**config.mk**
```make
export PLATFORM = sky130hd
export DESIGN_NAME = prim_key_event_detect
export DESIGN_NICKNAME = d
export VERILOG_FILES = /design/src/rtl/prim_key_event_pkg.sv /design/src/rtl/prim_sat_counter.sv /design/src/rtl/prim_key_event_detect.sv
export SDC_FILE = /design/constraint.sdc
export NUM_CORES = 1
export LEC_CHECK = 0
export BUFFER_PORTS_ARGS = -buffer_cell sky130_fd_sc_hd__buf_4
export CORE_AREA = 5 5 90 92
export DETAILED_ROUTE_END_ITERATION = 8
export DIE_AREA = 0 0 95 97
export GPL_ROUTABILITY_DRIVEN = 0
export SYNTH_ARGS = -nofsm -noshare
export SYNTH_HDL_FRONTEND = slang
export SYNTH_HIERARCHICAL = 1
export SYNTH_SLANG_ARGS = --single-unit
```
**constraint.sdc**
```tcl
create_clock -name clk_i -period 2.9 [get_ports clk_i]
set_input_delay 0.58 -clock clk_i [delete_from_list [all_inputs] [get_ports clk_i]]
set_output_delay 0.58 -clock clk_i [all_outputs]
set_load 0.005 [all_outputs]
```
**src/rtl/prim_key_event_pkg.sv**
```systemverilog
// Shared types for the key event detector: FSM state encoding and status bit positions.
package prim_key_event_pkg;

  typedef enum logic [1:0] {
    KeyDisarmed = 2'd0,
    KeyIdle     = 2'd1,
    KeyPressed  = 2'd2,
    KeyHeld     = 2'd3
  } key_state_e;

  localparam int unsigned StPress   = 0;
  localparam int unsigned StRelease = 1;
  localparam int unsigned StHold    = 2;

endpackage

```
**src/rtl/prim_sat_counter.sv**
```systemverilog
// Width-bit up counter with synchronous clear and saturation at all-ones.
// cnt_inc_o exposes the saturated next value so callers can compare ahead of the edge.
module prim_sat_counter #(
  parameter int unsigned Width = 16
) (
  input  logic             clk_i,
  input  logic             rst_i,
  input  logic             clr_i,
  input  logic             inc_i,
  output logic [Width-1:0] cnt_o,
  output logic [Width-1:0] cnt_inc_o
);

  logic [Width-1:0] cnt_q;

  assign cnt_inc_o = (&cnt_q) ? cnt_q : cnt_q + Width'(1);
  assign cnt_o     = cnt_q;

  always_ff @(posedge clk_i) begin
    if (rst_i || clr_i) begin
      cnt_q <= '0;
    end else if (inc_i) begin
      cnt_q <= cnt_inc_o;
    end
  end

endmodule

```
**src/rtl/prim_key_event_detect.sv**
```systemverilog
// Turns a filtered key level into press/release/hold pulses, a pressed level
// and sticky status bits.
//
//   state       | meaning
//   KeyDisarmed | disabled, or waiting for an inactive level before arming
//   KeyIdle     | armed, key released
//   KeyPressed  | key down, hold threshold not yet reached
//   KeyHeld     | key down, hold event already issued
module prim_key_event_detect
  import prim_key_event_pkg::*;
#(
  parameter int unsigned CntW       = 16,
  parameter bit          ActiveHigh = 1'b1
) (
  input  logic            clk_i,
  input  logic            rst_i,
  input  logic            enable_i,
  input  logic            level_i,
  input  logic [CntW-1:0] hold_thresh_i,
  input  logic [2:0]      status_clr_i,
  output logic            press_o,
  output logic            release_o,
  output logic            hold_o,
  output logic            pressed_o,
  output logic [CntW-1:0] hold_cnt_o,
  output logic [2:0]      status_o
);

  key_state_e      state_q, state_d;
  logic            act;
  logic            down;
  logic            ev_press, ev_release, ev_hold;
  logic            cnt_inc_en;
  logic [CntW-1:0] cnt_inc;
  logic [2:0]      status_set;

  assign act  = ActiveHigh ? level_i : ~level_i;
  assign down = enable_i && ((state_q == KeyPressed) || (state_q == KeyHeld));

  assign ev_press   = enable_i && (state_q == KeyIdle) && act;
  assign ev_release = down && !act;
  // Release wins over hold because ev_hold requires act still high.
  assign ev_hold    = enable_i && (state_q == KeyPressed) && act &&
                      (hold_thresh_i != '0) && (cnt_inc >= hold_thresh_i);

  assign cnt_inc_en = down && act;

  always_comb begin
    status_set             = '0;
    status_set[StPress]    = ev_press;
    status_set[StRelease]  = ev_release;
    status_set[StHold]     = ev_hold;
  end

  always_comb begin
    state_d = state_q;
    if (!enable_i) begin
      state_d = KeyDisarmed;
    end else begin
      case (state_q)
        KeyDisarmed: if (!act) state_d = KeyIdle;
        KeyIdle:     if (act) state_d = KeyPressed;
        KeyPressed: begin
          if (!act)         state_d = KeyIdle;
          else if (ev_hold) state_d = KeyHeld;
        end
        KeyHeld:     if (!act) state_d = KeyIdle;
        default:     state_d = KeyDisarmed;
      endcase
    end
  end

  always_ff @(posedge clk_i) begin
    if (rst_i) begin
      state_q   <= KeyDisarmed;
      press_o   <= 1'b0;
      release_o <= 1'b0;
      hold_o    <= 1'b0;
      pressed_o <= 1'b0;
      status_o  <= '0;
    end else begin
      state_q   <= state_d;
      press_o   <= ev_press;
      release_o <= ev_release;
      hold_o    <= ev_hold;
      pressed_o <= (state_d == KeyPressed) || (state_d == KeyHeld);
      // Sticky bits freeze while disabled; set wins over a same-cycle clear.
      if (enable_i) begin
        status_o <= (status_o & ~status_clr_i) | status_set;
      end
    end
  end

  prim_sat_counter #(
    .Width(CntW)
  ) u_hold_cnt (
    .clk_i    (clk_i),
    .rst_i    (rst_i),
    .clr_i    (!cnt_inc_en),
    .inc_i    (cnt_inc_en),
    .cnt_o    (hold_cnt_o),
    .cnt_inc_o(cnt_inc)
  );

endmodule

```
-- Word-level counts from Yosys, hierarchy flattened
Cells that the tools add are included.
- register bits after elaboration: 25
- memories: 0
- bits in latches: 0
- RAM bits: 0
- word-level logic and storage cells: 42
- input bits: 23
- output and inout bits: 23
- ROM bits: 0
- multiply operators: 0
- divide/modulo/power cells: 0
- shift operators: 0
- multiplexer cells: 7
- reduce and logical (&&, ||, !) cells: 18
- magnitude comparators: 1
- bitwise gates (word level): 3
- add/sub/neg operators: 1
- equality and inequality tests: 5
- operator list (operator ; number):
    adder 16 x 1 -> 16 bit, second input constant ; 1
    >= comparator 16 bit ; 1
    two-way mux 16 bit ; 1
    AND reduction 16 bit ; 1
    nonzero test 16 bit ; 1
    two-way mux 2 bit ; 5
    logical AND 1 bit ; 9
    == test 2 bit, second input constant ; 4
    one-hot mux 2 bit (3 select lines) ; 1
    AND 3 bit ; 1
    logical OR 1 bit ; 3
    inverter 3 bit ; 1
    OR 3 bit ; 1
    == test 2 x 1 -> 1 bit, second input constant ; 1
    logical NOT 1 bit ; 2
    logical NOT 2 bit ; 1
    OR reduction 2 bit ; 1

-- Logic depth before layout (Yosys ltp)
Gate-level depths: netlist of the first run.
- depth after elaboration: 11
- gate-level depth with buffers: 12
- gate-level depth less buffers: 11

-- Modules after synthesis
Netlist of the first run, hierarchy kept.
- by module, submodules not included (module ; times used ; seq. area each (µm²) ; cells each ; area each (µm²)):
    prim_sat_counter ; 1 ; 320.3 ; 137 ; 1127.3
    prim_key_event_detect ; 1 ; 180.2 ; 107 ; 817.0

-- Worst setup path before layout of the first run
No wires, ideal clock.
- kind: flip-flop to flip-flop
- start: reg u_hold_cnt.cnt_q[0] (netlist: u_hold_cnt/cnt_o[0])
- end: reg pressed_o
- data required time: 2830 ps
- path buffers: 1
- library setup time: 70 ps
- cell stages (with the launch flop): 13
- arrival: 2666 ps
- setup slack: 165 ps
- period minus slack after synthesis: 2735 ps
- cell sequence: dfxtp_1 -> ha_1 -> nand4_2 -> nor4_4 -> buf_6 -> nor2_1 -> xor2_1 -> ha_1 -> nand2_1 -> nor3_2 -> o2111ai_1 -> a31o_2 -> a21oi_1
- longest elaborated chain between the ends: 10
- elaborated cells on any way between the ends: 12
- those cells by class: add/sub: 1; order compare: 1; eq/ne: 2; mux: 5; reduce/logical: 3
- ends and longest elaborated chain (what ; RTL line ; RTL):
    start, declared ; prim_sat_counter.sv:14 ; logic [Width-1:0] cnt_q;
    start signal, assigned ; prim_sat_counter.sv:23 ; cnt_q <= cnt_inc_o;
    adder 16 x 1 -> 16 bit or AND reduction 16 bit (tied branches) ; prim_sat_counter.sv:16 ; assign cnt_inc_o = (&cnt_q) ? cnt_q : cnt_q + Width'(1);
    two-way mux 16 bit (*) ; prim_sat_counter.sv:16 ;
    via cnt_inc[9] ; prim_key_event_detect.sv:34 ; logic [CntW-1:0] cnt_inc;
    >= comparator 16 bit (*) ; prim_key_event_detect.sv:44 ; (hold_thresh_i != '0) && (cnt_inc >= hold_thresh_i);
    logical AND 1 bit (*) ; prim_key_event_detect.sv:44 ;
    two-way mux 2 bit (*) ; prim_key_event_detect.sv:65 ; else if (ev_hold) state_d = KeyHeld;
    two-way mux 2 bit (*) ; prim_key_event_detect.sv:64 ; if (!act) state_d = KeyIdle;
    one-hot mux 2 bit (3 select lines) (*) ; prim_key_event_detect.sv:60 ; case (state_q)
    two-way mux 2 bit (*) ; prim_key_event_detect.sv:57 ; if (!enable_i) begin
    == test 2 bit ; prim_key_event_detect.sv:86 ; pressed_o <= (state_d == KeyPressed) || (state_d == KeyHeld);
    logical OR 1 bit (*) ; prim_key_event_detect.sv:86 ;
    end signal, assigned ; prim_key_event_detect.sv:86 ;
    end, declared ; prim_key_event_detect.sv:24 ; output logic pressed_o,
The timed path passes the listed nets; every way through them passes the cells marked *.
A chain may end at the register's enable or synchronous reset.

-- Worst setup path after layout of the first run
- start: reg u_hold_cnt.cnt_q[7] (netlist: u_hold_cnt/cnt_o[7])
- end: reg state_q[0]
- longest elaborated chain between the ends: 8
- elaborated cells on any way between the ends: 9
- those cells by class: add/sub: 1; order compare: 1; mux: 5; reduce/logical: 2
- ends and longest elaborated chain (what ; RTL line ; RTL):
    adder 16 x 1 -> 16 bit or AND reduction 16 bit (tied branches) ; prim_sat_counter.sv:16 ;
    two-way mux 16 bit (*) ; prim_sat_counter.sv:16 ;
    via cnt_inc[13] ; prim_key_event_detect.sv:34 ;
    >= comparator 16 bit (*) ; prim_key_event_detect.sv:44 ;
    logical AND 1 bit (*) ; prim_key_event_detect.sv:44 ;
    two-way mux 2 bit (*) ; prim_key_event_detect.sv:65 ;
    two-way mux 2 bit (*) ; prim_key_event_detect.sv:64 ;
    one-hot mux 2 bit (3 select lines) (*) ; prim_key_event_detect.sv:60 ;
    two-way mux 2 bit (*) ; prim_key_event_detect.sv:57 ;
    end signal, assigned ; prim_key_event_detect.sv:75 ; state_q <= KeyDisarmed;
    end signal, assigned ; prim_key_event_detect.sv:82 ; state_q <= state_d;
    end, declared ; prim_key_event_detect.sv:29 ; key_state_e state_q, state_d;
Marked as above.

==> results of run 1 <==
-- through the flow --
| stage | hold slack (ns) | util [%] | total power [mW] | setup WS, ns |
|---|---|---|---|---|
| after floorplan | 0.4467 | - | 0.3811 | 0.1645 |
| after global placement | 0.4516 | 35.20 | 0.4167 | 0.07491 |
| after detailed placement | 0.4634 | 35.20 | 0.4176 | 0.07900 |
| after CTS | 0.4773 | 35.89 | 0.6394 | 0.04891 |
| after global routing | 0.5033 | 36.99 | 0.6625 | 0.01408 |
| final | 0.4745 | 36.99 | 0.6291 | 0.2156 |
-- routing by layer --
layer	routed length, µm	GRT usage, %	share of wire, %	up-vias
met3	194	1.319	3.6	2
li1	-	-	-	1017
met5	0	0	0	-
met2	2733	20.44	51	40
met1	2444	16.17	45	902
met4	27	2.664	0.50	0
-- how the worst min path moves through the flow --
stage                        endpoint  slack [ns]  depth (start not counted)
after global routing      status_o[2]        0.50                          2
after global placement    status_o[2]        0.45                          2
final                     status_o[2]        0.47                          2
after detailed placement  status_o[2]        0.46                          2
after CTS                 status_o[2]        0.48                          2
after floorplan           status_o[2]        0.45                          2
-- power groups by stage --
| stage | Combinational (mW) | Sequential (mW) | Clock (mW) |
|---|---|---|---|
| final | 0.0637 | 0.346 | 0.219 |
| after global routing | 0.0735 | 0.347 | 0.242 |
| after CTS | 0.0637 | 0.346 | 0.229 |
| after detailed placement | 0.0633 | 0.354 | 0 |
| after global placement | 0.0625 | 0.354 | 0 |
| after floorplan | 0.0271 | 0.354 | 0 |
-- layout make-up --
class                      count  area (µm²)
clock buffer                   3       41.29
clock inverter                 1       7.507
fill                         756        4497
inverter                      23       86.33
multi-input combinational    188        1360
sequential                    25       510.5
tap                           99       123.9
timing repair buffer          68       510.5
-- state kept, by name, summed over array words and instances (netlist names) --
name	count
u_hold_cnt/cnt_o	16
status_o	3
state_q	2
hold_o	1
press_o	1
pressed_o	1
release_o	1
-- worst max-delay path, delay by kind of cell (launching register included) --
family          cells  cell delay, ns
compound gates      4            0.56
xor+xnor            1            0.16
fa+ha+maj           1            0.30
flops               1            0.48
simple gates        4            1.06
-- cells by family after synthesis --
family / count (synthesis) / share of synthesized area, %
AO/OA/AOI/OAI: 56 / 18.79
XOR/XNOR: 11 / 4.955
adder cells (fa/ha/maj): 21 / 13.51
buffers and inverters: 31 / 7.078
flip-flops: 25 / 25.74
multiplexers: 1 / 0.5791
AND/OR/NAND/NOR: 99 / 29.34
-- placed cells by master, fill, tap and decap left out, drive strengths merged, types with 3 or more instances in the layout --
master  instances
buf            68
ha             21
or3             7
nor3            8
nand2          30
xor2            8
nand4           9
a31oi           3
nor2b           3
or4             3
a211oi          3
o31ai           4
clkbuf          3
inv            23
nor2           17
xnor2           3
nand3           5
dfxtp          25
a311oi          3
a31o            3
a21oi          22
nor4            9
o21ai          13
and4            3
-- timing repair --
action	CTS	global route
resized for setup	0	16
buffers inserted	0	2
endpoints found under the setup margin	0	5
hold buffers	0	0
==> impl_metrics.toml, run 1 <==
[timing]
rsz0062_at_grt = "false"
max_slew_margin_pct = 41.75
hold_violations = 0
drv_slew = 0
setup_tns_ns = 0
setup_violations = 0
max_freq_mhz = 372.5
finalCritPeriodShare_pct = 92.56
worstMarginPinSlew_ns = 0.8708
skew_ns = 0.009213
fin_crit_ns = 2.684

[power]
ir_drop_mv = 0.1872
pwr-share-clk_pct = 34.8
seq_power_share_pct = 55.0
swShare_pct = 24.49
intPower_mw = 0.4750
switching_power_mw = 0.1541
p_leak_nw = 1.236
power_density_nw_per_um2 = 238.3
p_comb_share_pct = 10.1

[routing]
drt-total-wl_um = 5399
drcViolationCount = 0
first_iter_violations = 79
dr.pass1.iters = 4
wl_per_cell_um = 13.27
detail-route-antenna-nets = 0
vias_per_cell = 4.818
num_vias = 1961

[clock_tree]
cts-root-buf = "clkbuf_8"
cts.clk_slew.worst_paths_ns = 0.10
cts_tree = "built"
cts_max_path_buffers = 2
htreeDepth = 1
cts_buffers = 3
worstSkewPairLatency_ns = 0.27
numClockSinks = 25

[critical_path]
cp.required_ns = 3.06
worstReg2RegEnd = "state_q[0]"
arrival_ns = 2.85
cp-end-kind = "flop"
r2r_setup_slack_ns = 0.22
critPathKind = "flop to flop"
r2r-start = "u_hold_cnt/cnt_o[7]"
worstPathCellList = "nand4_1 -> nor4b_2 -> xnor2_1 -> nand2_1 -> ha_1 -> a21oi_1 -> o21ai_0 -> nor4_2 -> a31o_2 -> o22ai_1"
crit_path_start_kind = "flop"
crit_slowest_cell = "dfxtp_1"
reg2reg_depth = 10
crit_end = "state_q[0]"
crit_fanout = 7
crit_path_max_incr_delay_ns = 0.48
critPathLaunch = "u_hold_cnt/cnt_o[7]"

[floorplan]
start_util_pct = 27.24
rows = 31
io_pins = 46
die_area_um2 = 9215
die_height_um = 97
core_um2 = 7137
die_w_um = 95

[synthesis]
synth_top_area_cell = "dfxtp_1"
synth_area_leaders = "dfxtp_1 (26%), ha_1 (14%), nand2_1 (5.8%)"
yosysMostFrequentCell = "nand2_1"
synth_flop_cell = "dfxtp_1"
synthArstFlopShare_pct = 0
avgSynthCellArea_um2 = 7.969
ys_top_cells_by_count = "nand2_1 (30), dfxtp_1 (25), inv_1 (23), a21oi_1 (22), ha_1 (21)"
ys_seq_area_share_pct = 25.74
syn_inst = 244
yosysTopAreaCellShare_pct = 25.74
syn_nets = 288
syn_area_um2 = 1944
synth_edf_count = 0
synth-seq-cells = 25
synthDistinctLibCells = 46
synth_warnings = 6

[final_layout]
finalNonFillerCells = 407
postLayoutCellArea_um2 = 2640
fin_nets = 353
drive_gt1_share_pct = 32.47
diodes = 0
synthToLayoutAreaGrowth_pct = 35.78

[outcome]
run_status = "finished clean"

[placement]
portBuffers = 45
placed_cell_area_um2 = 2512
dpl.hpwl_um = 4378
dp_cells = 401

[global_route]
grt_use_total_pct = 12.04
grt_pass1_vias = 1887
antenna_found_initial = 0
overflow = 0
grt_pass1_wl_um = 8997
grt_max_degree = 18

[worst_hold_path]
min_path_type = "flop to flop"
min_from = "status_o[2]"

[job]
drv_cap = 0
Power figures use the tool's default switching activity.
==> inputs of run 2 (changes only) <==
Settings changed: CORE_AREA 5 5 90 92 to 5 5 87 89, DIE_AREA 0 0 95 97 to 0 0 92 94.
==> impl_metrics.toml, run 2 (same netlist as run 1, synthesis figures left out) <==
[final_layout]
postLayoutCellArea_um2 = 2606
finalNonFillerCells = 386
drive_gt1_share_pct = 32.68
largest_reg_flops = 16
layout_common_cells = "buf_4 (66), nand2_1 (30), inv_1 (23)"
final_common_cell = "buf_4"
diodes = 0
final_util_pct = 39.01
synthToLayoutAreaGrowth_pct = 34.04
fin_nets = 351

[timing]
final.setup.worst_slack_ns = 0.2262
max_freq_mhz = 374.0
setup_tns_ns = 0
whs_ns = 0.4741
drv_slew = 0
skew_ns = 0.002070
max_slew_margin_pct = 44.61
finalCritPeriodShare_pct = 92.20
worstMarginPinSlew_ns = 0.8280
rsz0062_at_grt = "false"
hold_violations = 0
fin_crit_ns = 2.674
setup_violations = 0

[routing]
dr.pass1.iters = 4
detail-route-antenna-nets = 0
wl_per_cell_um = 13.91
drt-total-wl_um = 5370
vias_per_cell = 5.091
first_iter_violations = 84
drcViolationCount = 0
num_vias = 1965

[placement]
pre_cts_slack_ns = 0.07229
placed_cell_area_um2 = 2466
dpl.hpwl_um = 4284
portBuffers = 45
dp_cells = 379

[power]
p_leak_nw = 1.223
switching_power_mw = 0.1514
seq_power_share_pct = 55.2
power_density_nw_per_um2 = 239.2
intPower_mw = 0.4721
ir_drop_mv = 0.1260
swShare_pct = 24.28
p_comb_share_pct = 10.3
pwr-share-clk_pct = 34.5
p_total_mw = 0.6235

[critical_path]
crit_path_frequent_cell = "buf_4"
cp.required_ns = 3.11
critPathLaunch = "u_hold_cnt/cnt_o[0]"
crit_path_max_incr_delay_ns = 0.39
worstPathCellList = "ha_4 -> nand4_4 -> nor4_4 -> buf_4 -> buf_4 -> nor3_1 -> xor2_1 -> ha_1 -> nand2_1 -> nor2_1 -> o2111ai_1 -> a31o_2 -> a21oi_1"
arrival_ns = 2.89
crit_family = "simple AND/OR/NAND/NOR gates"
cp-end-kind = "flop"
crit_fanout = 8
critPathKind = "flop to flop"
r2r_setup_slack_ns = 0.23
crit_slowest_cell = "dfxtp_2"
crit_path_start_kind = "flop"
r2r-start = "u_hold_cnt/cnt_o[0]"
critPathBufInv = 2

[worst_hold_path]
min_path_type = "flop to flop"
min_from = "status_o[2]"

[clock_tree]
cts_max_path_buffers = 2
htreeDepth = 1
hold_buffers = 0
cts_tree = "built"
numClockSinks = 25
cts_buffers = 3
worstSkewPairLatency_ns = 0.27
cts-root-buf = "clkbuf_8"
cts.clk_slew.worst_paths_ns = 0.09

[outcome]
run_status = "finished clean"

[job]
drv_cap = 0

[floorplan]
start_util_pct = 29.10
die_area_um2 = 8648
rows = 30
die_height_um = 94
core_um2 = 6681
io_pins = 46
die_w_um = 92

[global_route]
antenna_found_initial = 0
grt_use_total_pct = 12.55
grt_max_degree = 18
grt_pass1_vias = 1922
overflow = 0
grt_pass1_wl_um = 8818
==> run 2: final cells by class <==
type                       count  area [µm²]
clock buffer                   3       41.29
clock inverter                 1       5.005
fill                         700        4075
inverter                      23       86.33
tap                           80       100.1
multi-input combinational    188        1360
sequential                    25       518.0
timing repair buffer          66       495.5
==> run 2: final timing paths <==
check | end | cells after the start
setup / recovery | status_o[2] | 13
hold / removal | status_o[2] | 2
setup reg to reg | status_o[2] | 13
hold reg to reg | status_o[2] | 2
==> run 2: repair_timing <==
action,CTS,global route
resized for setup,0,21
setup endpoints to repair,0,5
buffers inserted,0,3
endpoints found under the hold margin,0,0
==> run 2: metal layers <==
layer / up-vias / GRT usage [%] / wire length, µm
li1: 1001 / - / -
met1: 919 / 15.67 / 2342
met2: 40 / 22.08 / 2747
met3: 5 / 1.522 / 206
met4: 0 / 4.579 / 73
met5: - / 0 / 0
==> run 2: power by group through the flow <==
stage	sequential, mW	clock [mW]	combinational [mW]
6_report	0.344	0.215	0.0644
5_1_grt	0.345	0.241	0.0744
4_1_cts	0.346	0.226	0.0642
3_5_place_dp	0.354	0	0.0636
3_3_place_gp	0.354	0	0.0621
2_1_floorplan	0.354	0	0.0271
==> run 2: worst min-delay path, cell delays in order, from the launching register on <==
cell and delay, ns:
dfxtp_1 0.32, nand2_1 0.06, a21oi_1 0.06
